--- config.mk ---
export PLATFORM = sky130hd
export DESIGN_NAME = fp_window_ctrl
export DESIGN_NICKNAME = d
export VERILOG_FILES = /design/src/rtl/cpu_pkg.sv /design/src/rtl/fp_offset_stack.sv /design/src/rtl/fp_window_ctrl.sv
export SDC_FILE = /design/constraint.sdc
export NUM_CORES = 1
export LEC_CHECK = 0
export ABC_AREA = 1
export BUFFER_PORTS_ARGS = -buffer_cell sky130_fd_sc_hd__buf_4
export CAP_MARGIN = 5
export CORE_AREA = 2 2 73 82
export DETAILED_ROUTE_END_ITERATION = 8
export DIE_AREA = 0 0 75 84
export GPL_ROUTABILITY_DRIVEN = 0
export PLACE_DENSITY = 0.72
export SLEW_MARGIN = 20
export SYNTH_ARGS = -nofsm -noshare
export SYNTH_HDL_FRONTEND = slang
export SYNTH_HIERARCHICAL = 1
export SYNTH_SLANG_ARGS = --single-unit
--- constraint.sdc ---
create_clock -name i_clk -period 3.8 [get_ports i_clk]
set_clock_uncertainty 0.15 [all_clocks]
set_input_delay 0.76 -clock i_clk [delete_from_list [all_inputs] [get_ports i_clk]]
set_output_delay 0.76 -clock i_clk [all_outputs]
set_load 0.05 [all_outputs]
--- src/rtl/cpu_pkg.sv ---
// cpu_pkg: shared FSM states, fault codes and frame-pointer geometry for the window controller.
package cpu_pkg;
    typedef enum logic [1:0] {IDLE, MOVE, DONE, FAULT} state_t;
    localparam logic [1:0] FC_NONE    = 2'b00;
    localparam logic [1:0] FC_WIN_OVF = 2'b01;
    localparam logic [1:0] FC_STK_OVF = 2'b10;
    localparam logic [1:0] FC_STK_UDF = 2'b11;
    localparam int FP_W     = 4;
    localparam int WIN_SIZE = 8;
endpackage

--- src/rtl/fp_offset_stack.sv ---
// fp_offset_stack: LIFO of 3-bit CALL offsets indexed by occupancy; full/empty are guarded by the caller.
module fp_offset_stack #(
    parameter int DEPTH = 8
) (
    input  logic       i_clk,
    input  logic       i_rst_n,
    input  logic       i_push,
    input  logic       i_pop,
    input  logic [2:0] i_data,
    output logic [2:0] o_top,
    output logic [3:0] o_depth,
    output logic       o_full,
    output logic       o_empty
);
    localparam int AW = $clog2(DEPTH);
    logic [2:0] r_mem [DEPTH];
    logic [3:0] r_depth;
    logic [3:0] w_tidx;
    assign w_tidx  = r_depth - 4'd1;
    assign o_top   = r_mem[w_tidx[AW-1:0]];
    assign o_depth = r_depth;
    assign o_full  = (r_depth == 4'(DEPTH));
    assign o_empty = (r_depth == 4'd0);
    always_ff @(posedge i_clk or negedge i_rst_n) begin
        if (!i_rst_n) begin
            r_depth <= '0;
            for (int i = 0; i < DEPTH; i++) r_mem[i] <= '0;
        end else if (i_push && !o_full) begin
            r_mem[r_depth[AW-1:0]] <= i_data;
            r_depth <= r_depth + 4'd1;
        end else if (i_pop && !o_empty) begin
            r_depth <= r_depth - 4'd1;
        end
    end
endmodule

--- src/rtl/fp_window_ctrl.sv ---
// fp_window_ctrl: CALL/RTN sequencer for the windowed register file; bounds-checks moves and strobes New_FP for one cycle.
module fp_window_ctrl
    import cpu_pkg::*;
#(
    parameter int STACK_DEPTH = 8,
    parameter int FP_MAX      = 8
) (
    input  logic            i_clk,
    input  logic            i_rst_n,
    input  logic            i_call_req,
    input  logic            i_rtn_req,
    input  logic [2:0]      i_offset,
    output logic            o_busy,
    output logic            o_done,
    output logic            o_fault,
    output logic [1:0]      o_fault_code,
    output logic [FP_W-1:0] o_new_fp,
    output logic            o_fp_move,
    output logic            o_fp_push_up,
    output logic [FP_W-1:0] o_cur_fp,
    output logic [3:0]      o_depth
);
    state_t          r_state;
    logic [FP_W-1:0] r_cur_fp, r_new_fp;
    logic [2:0]      r_offset;
    logic [1:0]      r_fault_code;
    logic            r_is_call, r_push_up, r_fp_move, r_done, r_fault;
    logic [2:0]      w_top;
    logic            w_full, w_empty;
    logic [FP_W:0]   w_sum;
    assign w_sum = {1'b0, r_cur_fp} + {2'b00, i_offset};
    fp_offset_stack #(.DEPTH(STACK_DEPTH)) u_stack (
        .i_clk   (i_clk),
        .i_rst_n (i_rst_n),
        .i_push  (r_state == MOVE && r_is_call),
        .i_pop   (r_state == MOVE && !r_is_call),
        .i_data  (r_offset),
        .o_top   (w_top),
        .o_depth (o_depth),
        .o_full  (w_full),
        .o_empty (w_empty)
    );
    always_ff @(posedge i_clk or negedge i_rst_n) begin
        if (!i_rst_n) begin
            r_state      <= IDLE;
            r_cur_fp     <= '0;
            r_new_fp     <= '0;
            r_offset     <= '0;
            r_fault_code <= FC_NONE;
            r_is_call    <= 1'b0;
            r_push_up    <= 1'b0;
            r_fp_move    <= 1'b0;
            r_done       <= 1'b0;
            r_fault      <= 1'b0;
        end else begin
            r_fp_move    <= 1'b0;
            r_done       <= 1'b0;
            r_fault      <= 1'b0;
            r_fault_code <= FC_NONE;
            case (r_state)
                IDLE: begin
                    // CALL wins when both requests are raised together
                    if (i_call_req) begin
                        r_is_call <= 1'b1;
                        r_offset  <= i_offset;
                        if (w_full || w_sum > (FP_W+1)'(FP_MAX)) begin
                            r_fault      <= 1'b1;
                            r_fault_code <= w_full ? FC_STK_OVF : FC_WIN_OVF;
                            r_state      <= FAULT;
                        end else begin
                            r_new_fp  <= w_sum[FP_W-1:0];
                            r_push_up <= 1'b1;
                            r_fp_move <= 1'b1;
                            r_state   <= MOVE;
                        end
                    end else if (i_rtn_req) begin
                        r_is_call <= 1'b0;
                        if (w_empty) begin
                            r_fault      <= 1'b1;
                            r_fault_code <= FC_STK_UDF;
                            r_state      <= FAULT;
                        end else begin
                            r_new_fp  <= r_cur_fp - {1'b0, w_top};
                            r_push_up <= 1'b0;
                            r_fp_move <= 1'b1;
                            r_state   <= MOVE;
                        end
                    end
                end
                MOVE: begin
                    r_cur_fp <= r_new_fp;
                    r_done   <= 1'b1;
                    r_state  <= DONE;
                end
                default: r_state <= IDLE;
            endcase
        end
    end
    assign o_busy       = (r_state != IDLE);
    assign o_done       = r_done;
    assign o_fault      = r_fault;
    assign o_fault_code = r_fault_code;
    assign o_new_fp     = r_new_fp;
    assign o_fp_move    = r_fp_move;
    assign o_fp_push_up = r_push_up;
    assign o_cur_fp     = r_cur_fp;
endmodule

==> results.sh, run 1 <==
export IMPL_final_setup_worst_slack_ns=0.746
export IMPL_area_of_the_core_region_um2=5550
export IMPL_max_clock_freq_mhz=327
export IMPL_yosys_cell_types_count=32
export IMPL_grt_setup_unrepaired="no"
export IMPL_synth_yosys_seq_area_share_pct=45.7
export IMPL_r2r_setup_slack_ns=0.75
export IMPL_first_pass_grt_wire_length_um=9490
export IMPL_grt_antenna_before_repair=0
export IMPL_layout_drive_gt1_share_pct=19.5
export IMPL_cts_tree="built"
export IMPL_dpl_hpwl_um=4160
export IMPL_groute_layer_met2_usage_pct=30.6
export IMPL_yosys_mux_area_fraction_pct=0.857
export IMPL_numPlacedInstances=409
export IMPL_finalSetupViolCount=0
export IMPL_floorplan_initialDensity_pct=47.3
export IMPL_ctsResizeCount=0
export IMPL_slew_headroom_pct=60.5
export IMPL_synth_top_cells_by_count="sky130_fd_sc_hd__nand2_1 (84), sky130_fd_sc_hd__dfrtp_1 (48), sky130_fd_sc_hd__o21ai_0 (33)"
export IMPL_cts_root_to_sink_buffers=2
export IMPL_path_common_cell="sky130_fd_sc_hd__nand2_1"
export IMPL_synth_enable_flop_cells=0
export IMPL_timing_final_crit_share_pct=80.4
export IMPL_slowest_delay_ns=0.60
export IMPL_holdBufCountCts=0
export IMPL_num_vias=2095
export IMPL_finalCriticalPeriod_ns=3.05
export IMPL_die_width_um=75
export IMPL_synth_compound_area_share_pct=10.7
export IMPL_first_global_vias=2005
export IMPL_post_synth_and_or_nand_nor_area_fraction_pct=29.1
export IMPL_num_antenna_cells=0
export IMPL_crit_path_cell_trace="inv_2 -> ha_1 -> clkinv_1 -> o21ai_0 -> o21ai_0 -> nand2_1 -> nand2_1 -> ha_1 -> fa_1 -> xnor2_1 -> nor2_1 -> a31oi_1 -> nand3_1 -> nand2_1"
export IMPL_initialDrtViolationCount=176
export IMPL_clock_latency_ns=0.30
export IMPL_fin_util_pct=53.1
export IMPL_slowest_stage_cell_cp="sky130_fd_sc_hd__dfrtp_1"
export IMPL_ios=26
export IMPL_detail_route_drc_violations=0
export IMPL_global_route_usage_total_pct=19.5
export IMPL_max_slew_worst_pin_slew_ns=0.592
export IMPL_synth_async_sr_flop_share_pct=100
export IMPL_synth_nets=328
export IMPL_post_drt_wl_per_cell_um=13.3
export IMPL_timing_critical_path_fanout_max=11
export IMPL_arrival_ns=3.15
export IMPL_yosys_synthesis_warning_count=6
export IMPL_reg2reg_from="u_stack/o_depth[1]$_DFFE_PN0P_"
export IMPL_finalMaxSlewViolations=0
export IMPL_synth_fa_ha_area_share_pct=5.33
export IMPL_finalWirelength_um=5530
export IMPL_endpoint_of_the_lowest_slack_register_to_register_path="o_new_fp[2]$_DFFE_PN0P_"
export IMPL_worstPathRequired_ns=3.89
export IMPL_worst_setup_path_type="flip-flop to flip-flop"
export IMPL_placementRows=29
export IMPL_filler_cells=531
export IMPL_cts_post_setup_buffers_inserted=0
export IMPL_numPortBuffers=25
export IMPL_post_drt_via_cell_ratio=5.04
export IMPL_run_status="finished, final reports clean"
export IMPL_cts_sinks=48
export IMPL_total_overflow_reported_by_the_global_router=0
export IMPL_clock_tree_root_driver_cell="sky130_fd_sc_hd__clkbuf_8"
export IMPL_area_growth_synth_to_final_pct=12.3
export IMPL_postSynthAreaPerCell_um2=8.45
export IMPL_syn_cell_area_um2=2630
export IMPL_post_synth_top_count_cell="sky130_fd_sc_hd__nand2_1"
export IMPL_min_delay_path_class="input port to async pin"
export IMPL_worstRegToRegCells=14
export IMPL_max_cap_viol_count=0
export IMPL_layout_cells_non_filler=416
export IMPL_post_synth_main_area_contributors="sky130_fd_sc_hd__dfrtp_1 (46%), sky130_fd_sc_hd__nand2_1 (12%), sky130_fd_sc_hd__o21ai_0 (6.3%), sky130_fd_sc_hd__nor2_1 (3.9%), sky130_fd_sc_hd__ha_1 (3.8%)"
export IMPL_sum_neg_setup_slack_ns=0
export IMPL_cts_htree_levels=2
export IMPL_worst_setup_path_end_kind="flip-flop"
export IMPL_die_footprint_um2=6300
export IMPL_detailedRoute_firstPassIterationCount=4
export IMPL_synthFlopType="sky130_fd_sc_hd__dfrtp_1"
export IMPL_post_synthesis_register_bit_count=48
export IMPL_grt_most_used_layer="met2"
export IMPL_crit_path_start_kind="flip-flop"
export IMPL_cts_made_buffers=5
export IMPL_final_hold_viol_count=0
export IMPL_finalNetCount=356
export IMPL_xor_xnor_fraction_of_synth_area_pct=1.33
export IMPL_synthesis_instances=311
export IMPL_yosys_area_top_type="sky130_fd_sc_hd__dfrtp_1"
export IMPL_groute_layer_met3_usage_pct=3.26
export IMPL_dp_worst_setup_slack_ns=0.772
export IMPL_main_combinational_cell_family_by_area_after_synthesis="simple AND/OR/NAND/NOR gates"
export IMPL_grt_max_degree=49
export IMPL_globalRouteMet1Util_pct=26.3
export IMPL_synth_top_cell_area_share_pct=45.7
export IMPL_fp_dieH_um=84
export IMPL_path_clk_slew_ns=0.08
export IMPL_detail_route_antenna_nets=0
critical path: cells and delay by family (launching register included):
kind                       cells  cell delay [ns]
adders and majority gates      3             0.99
DFF                            1             0.60
xor gates and xnor gates       1             0.16
AOI/OAI and AO/OA              3             0.43
and+or+nand+nor                5             0.34
buffers and inverters          2             0.34
worst max-delay path by stage:
stage / startpoint / to / slack [ns]
2_1_floorplan: u_stack/o_depth[0]$_DFFE_PN0P_ / o_new_fp[2]$_DFFE_PN0P_ / 0.69
3_3_place_gp: u_stack/o_depth[1]$_DFFE_PN0P_ / o_new_fp[2]$_DFFE_PN0P_ / 0.84
3_5_place_dp: u_stack/o_depth[1]$_DFFE_PN0P_ / o_new_fp[2]$_DFFE_PN0P_ / 0.77
4_1_cts: u_stack/o_depth[1]$_DFFE_PN0P_ / o_new_fp[2]$_DFFE_PN0P_ / 0.75
5_1_grt: u_stack/o_depth[1]$_DFFE_PN0P_ / o_new_fp[2]$_DFFE_PN0P_ / 0.44
6_report: u_stack/o_depth[1]$_DFFE_PN0P_ / o_new_fp[2]$_DFFE_PN0P_ / 0.75
metrics by stage:
| stage | hold WS, ns | area, µm² |
|---|---|---|
| 6_report | 0.304 | 2950 |
| 5_1_grt | 0.359 | 2950 |
| 4_1_cts | 0.332 | 2950 |
| 3_5_place_dp | 0.316 | 2870 |
| 3_3_place_gp | 0.314 | 2870 |
| 2_1_floorplan | 0.287 | 2630 |
layout make-up:
type	instances	area (µm²)	share of cell area (%)
inverter	33	129	4.37
timing repair buffer	27	203	6.87
sequential	48	1200	40.7
multi-input combinational	224	1240	42.2
clock buffer	6	72.6	2.46
tap	77	96.3	3.27
clock inverter	1	5.00	0.170
layout by cell type, fill, tap and decap left out:
cell type	count
sky130_fd_sc_hd__nand2_1	84
sky130_fd_sc_hd__dfrtp_1	48
sky130_fd_sc_hd__o21ai_0	33
sky130_fd_sc_hd__nor2_1	27
sky130_fd_sc_hd__buf_4	27
sky130_fd_sc_hd__inv_1	25
sky130_fd_sc_hd__nand3_1	14
sky130_fd_sc_hd__o21ai_1	14
sky130_fd_sc_hd__nand3_2	8
sky130_fd_sc_hd__ha_1	8
sky130_fd_sc_hd__a21oi_1	6
sky130_fd_sc_hd__nand2_4	5
sky130_fd_sc_hd__clkbuf_8	5
sky130_fd_sc_hd__inv_2	4
sky130_fd_sc_hd__xnor2_1	3
sky130_fd_sc_hd__nand4_1	3
sky130_fd_sc_hd__nand2_2	3
sky130_fd_sc_hd__nor2_8	2
sky130_fd_sc_hd__mux2_2	2
sky130_fd_sc_hd__fa_1	2
sky130_fd_sc_hd__inv_4	2
sky130_fd_sc_hd__clkinv_1	2
sky130_fd_sc_hd__nor2_2	2
sky130_fd_sc_hd__a21o_2	1
sky130_fd_sc_hd__or2_2	1
sky130_fd_sc_hd__a31oi_1	1
sky130_fd_sc_hd__nand3b_1	1
sky130_fd_sc_hd__clkbuf_1	1
sky130_fd_sc_hd__clkinv_2	1
sky130_fd_sc_hd__nand3_4	1
sky130_fd_sc_hd__xor2_1	1
sky130_fd_sc_hd__nor3_2	1
sky130_fd_sc_hd__nor2_4	1
metal layers:
layer  wire [µm]  vias to the layer above
li1            -                     1056
met1        2530                      983
met2        2680                       44
met3         186                       12
met4         136                        0
met5           0                        -
cells by family (layout without fill, tap and decap cells):
group           Yosys count  after routing
compound gates           55             55
xor+xnor                  4              4
fa+ha+maj                10             10
buf+inv                  39             67
flops                    48             48
mux                       2              2
simple gates            153            153
state kept, by name (all words and copies together), names as in the netlist, 2 cells and up:
signal           count
o_new_fp             4
r_state              2
o_cur_fp             4
r_offset             3
u_stack/r_mem       24
o_fault_code         2
u_stack/o_depth      4
Power of run 1 is left out: the tool's default activity adds up to more than one toggle a clock period on the data nets, which glitch-free logic cannot reach.
==> run 2, diff against run 1 <==
==> constraint.sdc (replaced) <==
create_clock -name i_clk -period 2.95 [get_ports i_clk]
set_clock_uncertainty 0.15 [all_clocks]
set_input_delay 0.59 -clock i_clk [delete_from_list [all_inputs] [get_ports i_clk]]
set_output_delay 0.59 -clock i_clk [all_outputs]
set_load 0.05 [all_outputs]
==> results.sh, run 2 (same netlist as run 1, synthesis figures left out) <==
export IMPL_detail_route_antenna_nets=0
export IMPL_area_of_the_core_region_um2=5550
export IMPL_post_drt_via_cell_ratio=5.03
export IMPL_cts_tree="built"
export IMPL_detailedRoute_firstPassIterationCount=4
export IMPL_ios=26
export IMPL_min_delay_path_class="input port to async pin"
export IMPL_cts_post_setup_buffers_inserted=0
export IMPL_timing_final_crit_share_pct=92.1
export IMPL_max_clock_freq_mhz=368
export IMPL_worstPathRequired_ns=3.04
export IMPL_placementRows=29
export IMPL_clock_latency_ns=0.30
export IMPL_finalMaxSlewViolations=0
export IMPL_worst_setup_path_type="flip-flop to flip-flop"
export IMPL_timing_critical_path_fanout_max=17
export IMPL_num_antenna_cells=0
export IMPL_cts_made_buffers=5
export IMPL_area_growth_synth_to_final_pct=14.2
export IMPL_floorplan_initialDensity_pct=47.3
export IMPL_worst_setup_path_startpoint="u_stack/o_depth[0]$_DFFE_PN0P_"
export IMPL_largest_register="u_stack/r_mem"
export IMPL_path_clk_slew_ns=0.08
export IMPL_register_area_um2=1200
export IMPL_final_hold_viol_count=0
export IMPL_finalSetupViolCount=0
export IMPL_grt_setup_unrepaired="no"
export IMPL_die_width_um=75
export IMPL_num_vias=2104
export IMPL_total_overflow_reported_by_the_global_router=0
export IMPL_multi_input_comb_area_um2=1250
export IMPL_max_cap_viol_count=0
export IMPL_endpoint_of_the_lowest_slack_register_to_register_path="o_new_fp[2]$_DFFE_PN0P_"
export IMPL_cts_htree_levels=2
export IMPL_dpl_hpwl_um=4210
export IMPL_global_route_usage_total_pct=20.1
export IMPL_clock_tree_root_driver_cell="sky130_fd_sc_hd__clkbuf_8"
export IMPL_sum_neg_setup_slack_ns=0
export IMPL_finalWirelength_um=5760
export IMPL_worst_setup_path_end_kind="flip-flop"
export IMPL_mostFrequentLayoutCell="sky130_fd_sc_hd__nand2_1"
export IMPL_cts_root_to_sink_buffers=2
export IMPL_grt_antenna_before_repair=0
export IMPL_finalNetCount=359
export IMPL_arrival_ns=2.81
export IMPL_worstRegToRegCells=15
export IMPL_reg2reg_from="u_stack/o_depth[0]$_DFFE_PN0P_"
export IMPL_max_slew_worst_pin_slew_ns=0.600
export IMPL_initialDrtViolationCount=210
export IMPL_layout_drive_gt1_share_pct=21.1
export IMPL_run_status="finished, final reports clean"
export IMPL_r2r_setup_slack_ns=0.23
export IMPL_detail_route_drc_violations=0
export IMPL_mostFrequentLayoutCells="sky130_fd_sc_hd__nand2_1 (84), sky130_fd_sc_hd__dfrtp_1 (47), sky130_fd_sc_hd__o21ai_0 (33)"
export IMPL_grt_max_degree=49
export IMPL_timing_critical_path_to="o_new_fp[2]$_DFFE_PN0P_"
export IMPL_numPortBuffers=25
export IMPL_cts_sinks=48
export IMPL_fp_dieH_um=84
export IMPL_filler_cells=516
export IMPL_first_pass_grt_wire_length_um=9780
export IMPL_first_global_vias=2061
export IMPL_crit_path_start_kind="flip-flop"
export IMPL_die_footprint_um2=6300
export IMPL_finalCriticalPeriod_ns=2.72
export IMPL_post_drt_wl_per_cell_um=13.8
export IMPL_largest_register_ffs=24
export IMPL_slew_headroom_pct=60.0
-- run 2: how the worst min path moves through the flow --
stage | startpoint | endpoint | slack, ns | depth (start not counted)
3_5_place_dp | u_stack/r_mem[3]$_DFFE_PN0P_ | u_stack/r_mem[3]$_DFFE_PN0P_ | 0.31 | 2
4_1_cts | i_rst_n | o_cur_fp[1]$_DFFE_PN0P_ | 0.17 | 1
6_report | i_rst_n | o_cur_fp[1]$_DFFE_PN0P_ | 0.14 | 1
2_1_floorplan | i_rst_n | o_cur_fp[0]$_DFFE_PN0P_ | 0.14 | 0
5_1_grt | i_rst_n | o_cur_fp[1]$_DFFE_PN0P_ | 0.20 | 1
3_3_place_gp | o_fp_push_up$_DFFE_PN0P_ | o_fp_push_up$_DFFE_PN0P_ | 0.31 | 2
-- run 2: routing by layer --
| layer | global-route usage [%] | vias to the layer above | share of wire (%) |
|---|---|---|---|
| met4 | 6.49 | 0 | 2.4 |
| met1 | 25.7 | 986 | 45 |
| li1 | - | 1062 | - |
| met2 | 33.4 | 43 | 49 |
| met3 | 4.11 | 13 | 3.2 |
| met5 | 0 | - | 0 |
-- run 2: worst max-delay path: stages, from the launching register on --
cell	delay (ns)
sky130_fd_sc_hd__dfrtp_2	0.43
sky130_fd_sc_hd__inv_4	0.14
sky130_fd_sc_hd__ha_2	0.35
sky130_fd_sc_hd__clkinvlp_4	0.13
sky130_fd_sc_hd__a21oi_1	0.06
sky130_fd_sc_hd__o21ai_0	0.09
sky130_fd_sc_hd__nand2_1	0.08
sky130_fd_sc_hd__nand2_1	0.07
sky130_fd_sc_hd__nand2_1	0.07
sky130_fd_sc_hd__ha_1	0.20
sky130_fd_sc_hd__fa_1	0.38
sky130_fd_sc_hd__xnor2_1	0.15
sky130_fd_sc_hd__nor2_1	0.05
sky130_fd_sc_hd__a31oi_1	0.14
sky130_fd_sc_hd__nand3_1	0.09
sky130_fd_sc_hd__nand2_1	0.08
-- run 2: per-stage QoR --
step | utilization, % | hold slack, ns | cells | worst slack [ns] | area (µm²)
5_1_grt | 54.1 | 0.200 | 418 | 0.00350 | 3000
6_report | 54.1 | 0.135 | 418 | 0.232 | 3000
2_1_floorplan | - | 0.144 | 311 | 0.000102 | 2630
3_3_place_gp | 52.0 | 0.312 | 411 | 0.271 | 2890
3_5_place_dp | 52.0 | 0.308 | 411 | 0.263 | 2890
4_1_cts | 53.8 | 0.168 | 417 | 0.216 | 2990
-- run 2: repair_timing --
| action | in CTS | in global routing |
|---|---|---|
| endpoints found under the setup margin | 0 | 3 |
| hold buffers | 0 | 0 |
| resized for setup | 0 | 3 |
-- run 2: area by class of cell --
cell class              instances  share of cell area, %
multi-input cells             224                   41.5
flip-flops and latches         48                   40.1
repair buffers                 29                   7.25
inverters                      33                   4.42
well taps                      77                   3.21
clock buffers                   5                   2.29
clock inverters                 1                   1.00
repair inverters                1                  0.250
Power of run 2 is left out for the same reason.
==> run 3, diff against run 2 <==
--- a/config.mk
+++ b/config.mk
@@ -8,11 +8,10 @@
 export ABC_AREA = 1
 export BUFFER_PORTS_ARGS = -buffer_cell sky130_fd_sc_hd__buf_4
 export CAP_MARGIN = 5
-export CORE_AREA = 2 2 73 82
+export CORE_AREA = 2 2 76 78
 export DETAILED_ROUTE_END_ITERATION = 8
-export DIE_AREA = 0 0 75 84
-export GPL_ROUTABILITY_DRIVEN = 0
-export PLACE_DENSITY = 0.72
+export DIE_AREA = 0 0 78 80
+export PLACE_DENSITY = 0.73
 export SLEW_MARGIN = 20
 export SYNTH_ARGS = -nofsm -noshare
 export SYNTH_HDL_FRONTEND = slang
==> results.sh, run 3 (same netlist as run 1, synthesis figures left out) <==
export IMPL_run_status="finished, final reports clean"
export IMPL_placementRows=27
export IMPL_cts_htree_levels=2
export IMPL_total_overflow_reported_by_the_global_router=0
export IMPL_final_hold_viol_count=0
export IMPL_finalWirelength_um=5620
export IMPL_detail_route_drc_violations=0
export IMPL_die_width_um=78
export IMPL_crit_path_start_kind="flip-flop"
export IMPL_clock_latency_ns=0.30
export IMPL_finalMaxSlewViolations=0
export IMPL_grt_antenna_before_repair=0
export IMPL_largest_register_ffs=24
export IMPL_die_footprint_um2=6240
export IMPL_timing_critical_path_fanout_max=17
export IMPL_r2r_setup_slack_ns=0.22
export IMPL_max_clock_freq_mhz=366
export IMPL_grt_max_degree=49
export IMPL_cts_post_setup_buffers_inserted=0
export IMPL_worst_setup_path_type="flip-flop to flip-flop"
export IMPL_holdBufCountCts=0
export IMPL_grt_setup_unrepaired="no"
export IMPL_area_of_the_core_region_um2=5410
export IMPL_clock_tree_root_driver_cell="sky130_fd_sc_hd__clkbuf_8"
export IMPL_cts_tree="built"
export IMPL_finalNetCount=359
export IMPL_fp_dieH_um=80
export IMPL_path_clk_slew_ns=0.09
export IMPL_floorplan_initialDensity_pct=48.6
export IMPL_finalSetupViolCount=0
export IMPL_mostFrequentLayoutCells="sky130_fd_sc_hd__nand2_1 (84), sky130_fd_sc_hd__dfrtp_1 (47), sky130_fd_sc_hd__o21ai_0 (33)"
export IMPL_num_vias=2144
export IMPL_gp_congestion=0.872
export IMPL_num_antenna_cells=0
export IMPL_cts_sinks=48
export IMPL_largest_register="u_stack/r_mem"
export IMPL_dpl_hpwl_um=4150
export IMPL_post_drt_wl_per_cell_um=13.5
export IMPL_arrival_ns=2.83
export IMPL_first_pass_grt_wire_length_um=9740
export IMPL_max_slew_worst_pin_slew_ns=0.605
export IMPL_global_route_usage_total_pct=20.0
export IMPL_area_growth_synth_to_final_pct=14.3
export IMPL_cts_root_to_sink_buffers=2
export IMPL_detail_route_antenna_nets=0
export IMPL_slew_headroom_pct=59.7
export IMPL_first_global_vias=2059
export IMPL_min_delay_path_class="input port to async pin"
export IMPL_ctsResizeCount=0
export IMPL_timing_final_crit_share_pct=92.6
export IMPL_cts_made_buffers=5
export IMPL_worstRegToRegCells=14
export IMPL_worst_setup_path_end_kind="flip-flop"
export IMPL_mostFrequentLayoutCell="sky130_fd_sc_hd__nand2_1"
export IMPL_detailedRoute_firstPassIterationCount=4
export IMPL_initialDrtViolationCount=175
export IMPL_numPortBuffers=25
export IMPL_sum_neg_setup_slack_ns=0
export IMPL_post_drt_via_cell_ratio=5.17
export IMPL_ios=26
export IMPL_endpoint_of_the_lowest_slack_register_to_register_path="o_new_fp[2]$_DFFE_PN0P_"
export IMPL_finalCriticalPeriod_ns=2.73
export IMPL_reg2reg_from="u_stack/o_depth[0]$_DFFE_PN0P_"
export IMPL_worst_setup_path_startpoint="u_stack/o_depth[0]$_DFFE_PN0P_"
export IMPL_max_cap_viol_count=0
export IMPL_worstPathRequired_ns=3.05
export IMPL_layout_drive_gt1_share_pct=21.3
## run 3: changes by cell type in the layout (fill, tap and decap cells not counted)
| cell | previous run | this run |
|---|---|---|
| sky130_fd_sc_hd__clkbuf_1 | 0 | 1 |
| sky130_fd_sc_hd__clkinv_2 | 0 | 1 |
## run 3: how the worst max path moves through the flow
| stage | to | slack (ns) | cells after the start |
|---|---|---|---|
| after global routing | o_new_fp[2]$_DFFE_PN0P_ | 0.02 | 14 |
| after global placement | o_new_fp[2]$_DFFE_PN0P_ | 0.23 | 14 |
| final | o_new_fp[2]$_DFFE_PN0P_ | 0.22 | 14 |
| after floorplan | o_new_fp[2]$_DFFE_PN0P_ | 0.0001 | 15 |
| after detailed placement | o_new_fp[2]$_DFFE_PN0P_ | 0.20 | 14 |
| after CTS | o_new_fp[2]$_DFFE_PN0P_ | 0.17 | 14 |
## run 3: per-stage QoR
stage                     instance area [µm²]  hold WS [ns]  setup WS (ns)  utilization [%]  instances
final                                    3000         0.133          0.218             55.6        415
after detailed placement                 2880         0.331          0.198             53.3        406
after global placement                   2880         0.313          0.234             53.3        406
after CTS                                2990         0.158          0.166             55.3        414
after global routing                     3000         0.181         0.0194             55.6        415
after floorplan                          2630         0.144       0.000102                -        311
## run 3: cell type report
cell class	count	area, µm²
flip-flops and latches	48	1200
fillers	500	2400
repair inverters	1	7.51
multi-input cells	224	1250
repair buffers	29	218
inverters	33	133
well taps	72	90.1
clock buffers	6	72.6
clock inverters	2	35.0
## run 3: routing by layer
layer | global-route usage [%] | wire length (µm) | vias to the layer above
met5 | 0 | 0 | -
met4 | 8.77 | 90 | 0
met3 | 3.85 | 322 | 10
met2 | 29.5 | 2490 | 69
met1 | 28.6 | 2710 | 998
li1 | - | - | 1067
## run 3: worst max-delay path, cell delays in order (launching register included)
cell	delay, ns
sky130_fd_sc_hd__dfrtp_2	0.39
sky130_fd_sc_hd__inv_4	0.08
sky130_fd_sc_hd__ha_2	0.42
sky130_fd_sc_hd__clkinvlp_4	0.16
sky130_fd_sc_hd__o21ai_0	0.10
sky130_fd_sc_hd__o21ai_0	0.09
sky130_fd_sc_hd__nand2_1	0.06
sky130_fd_sc_hd__nand2_1	0.06
sky130_fd_sc_hd__ha_1	0.20
sky130_fd_sc_hd__fa_1	0.38
sky130_fd_sc_hd__xnor2_1	0.17
sky130_fd_sc_hd__nor2_1	0.06
sky130_fd_sc_hd__a31oi_1	0.17
sky130_fd_sc_hd__nand3_1	0.10
sky130_fd_sc_hd__nand2_1	0.08
Power of run 3 is left out for the same reason.
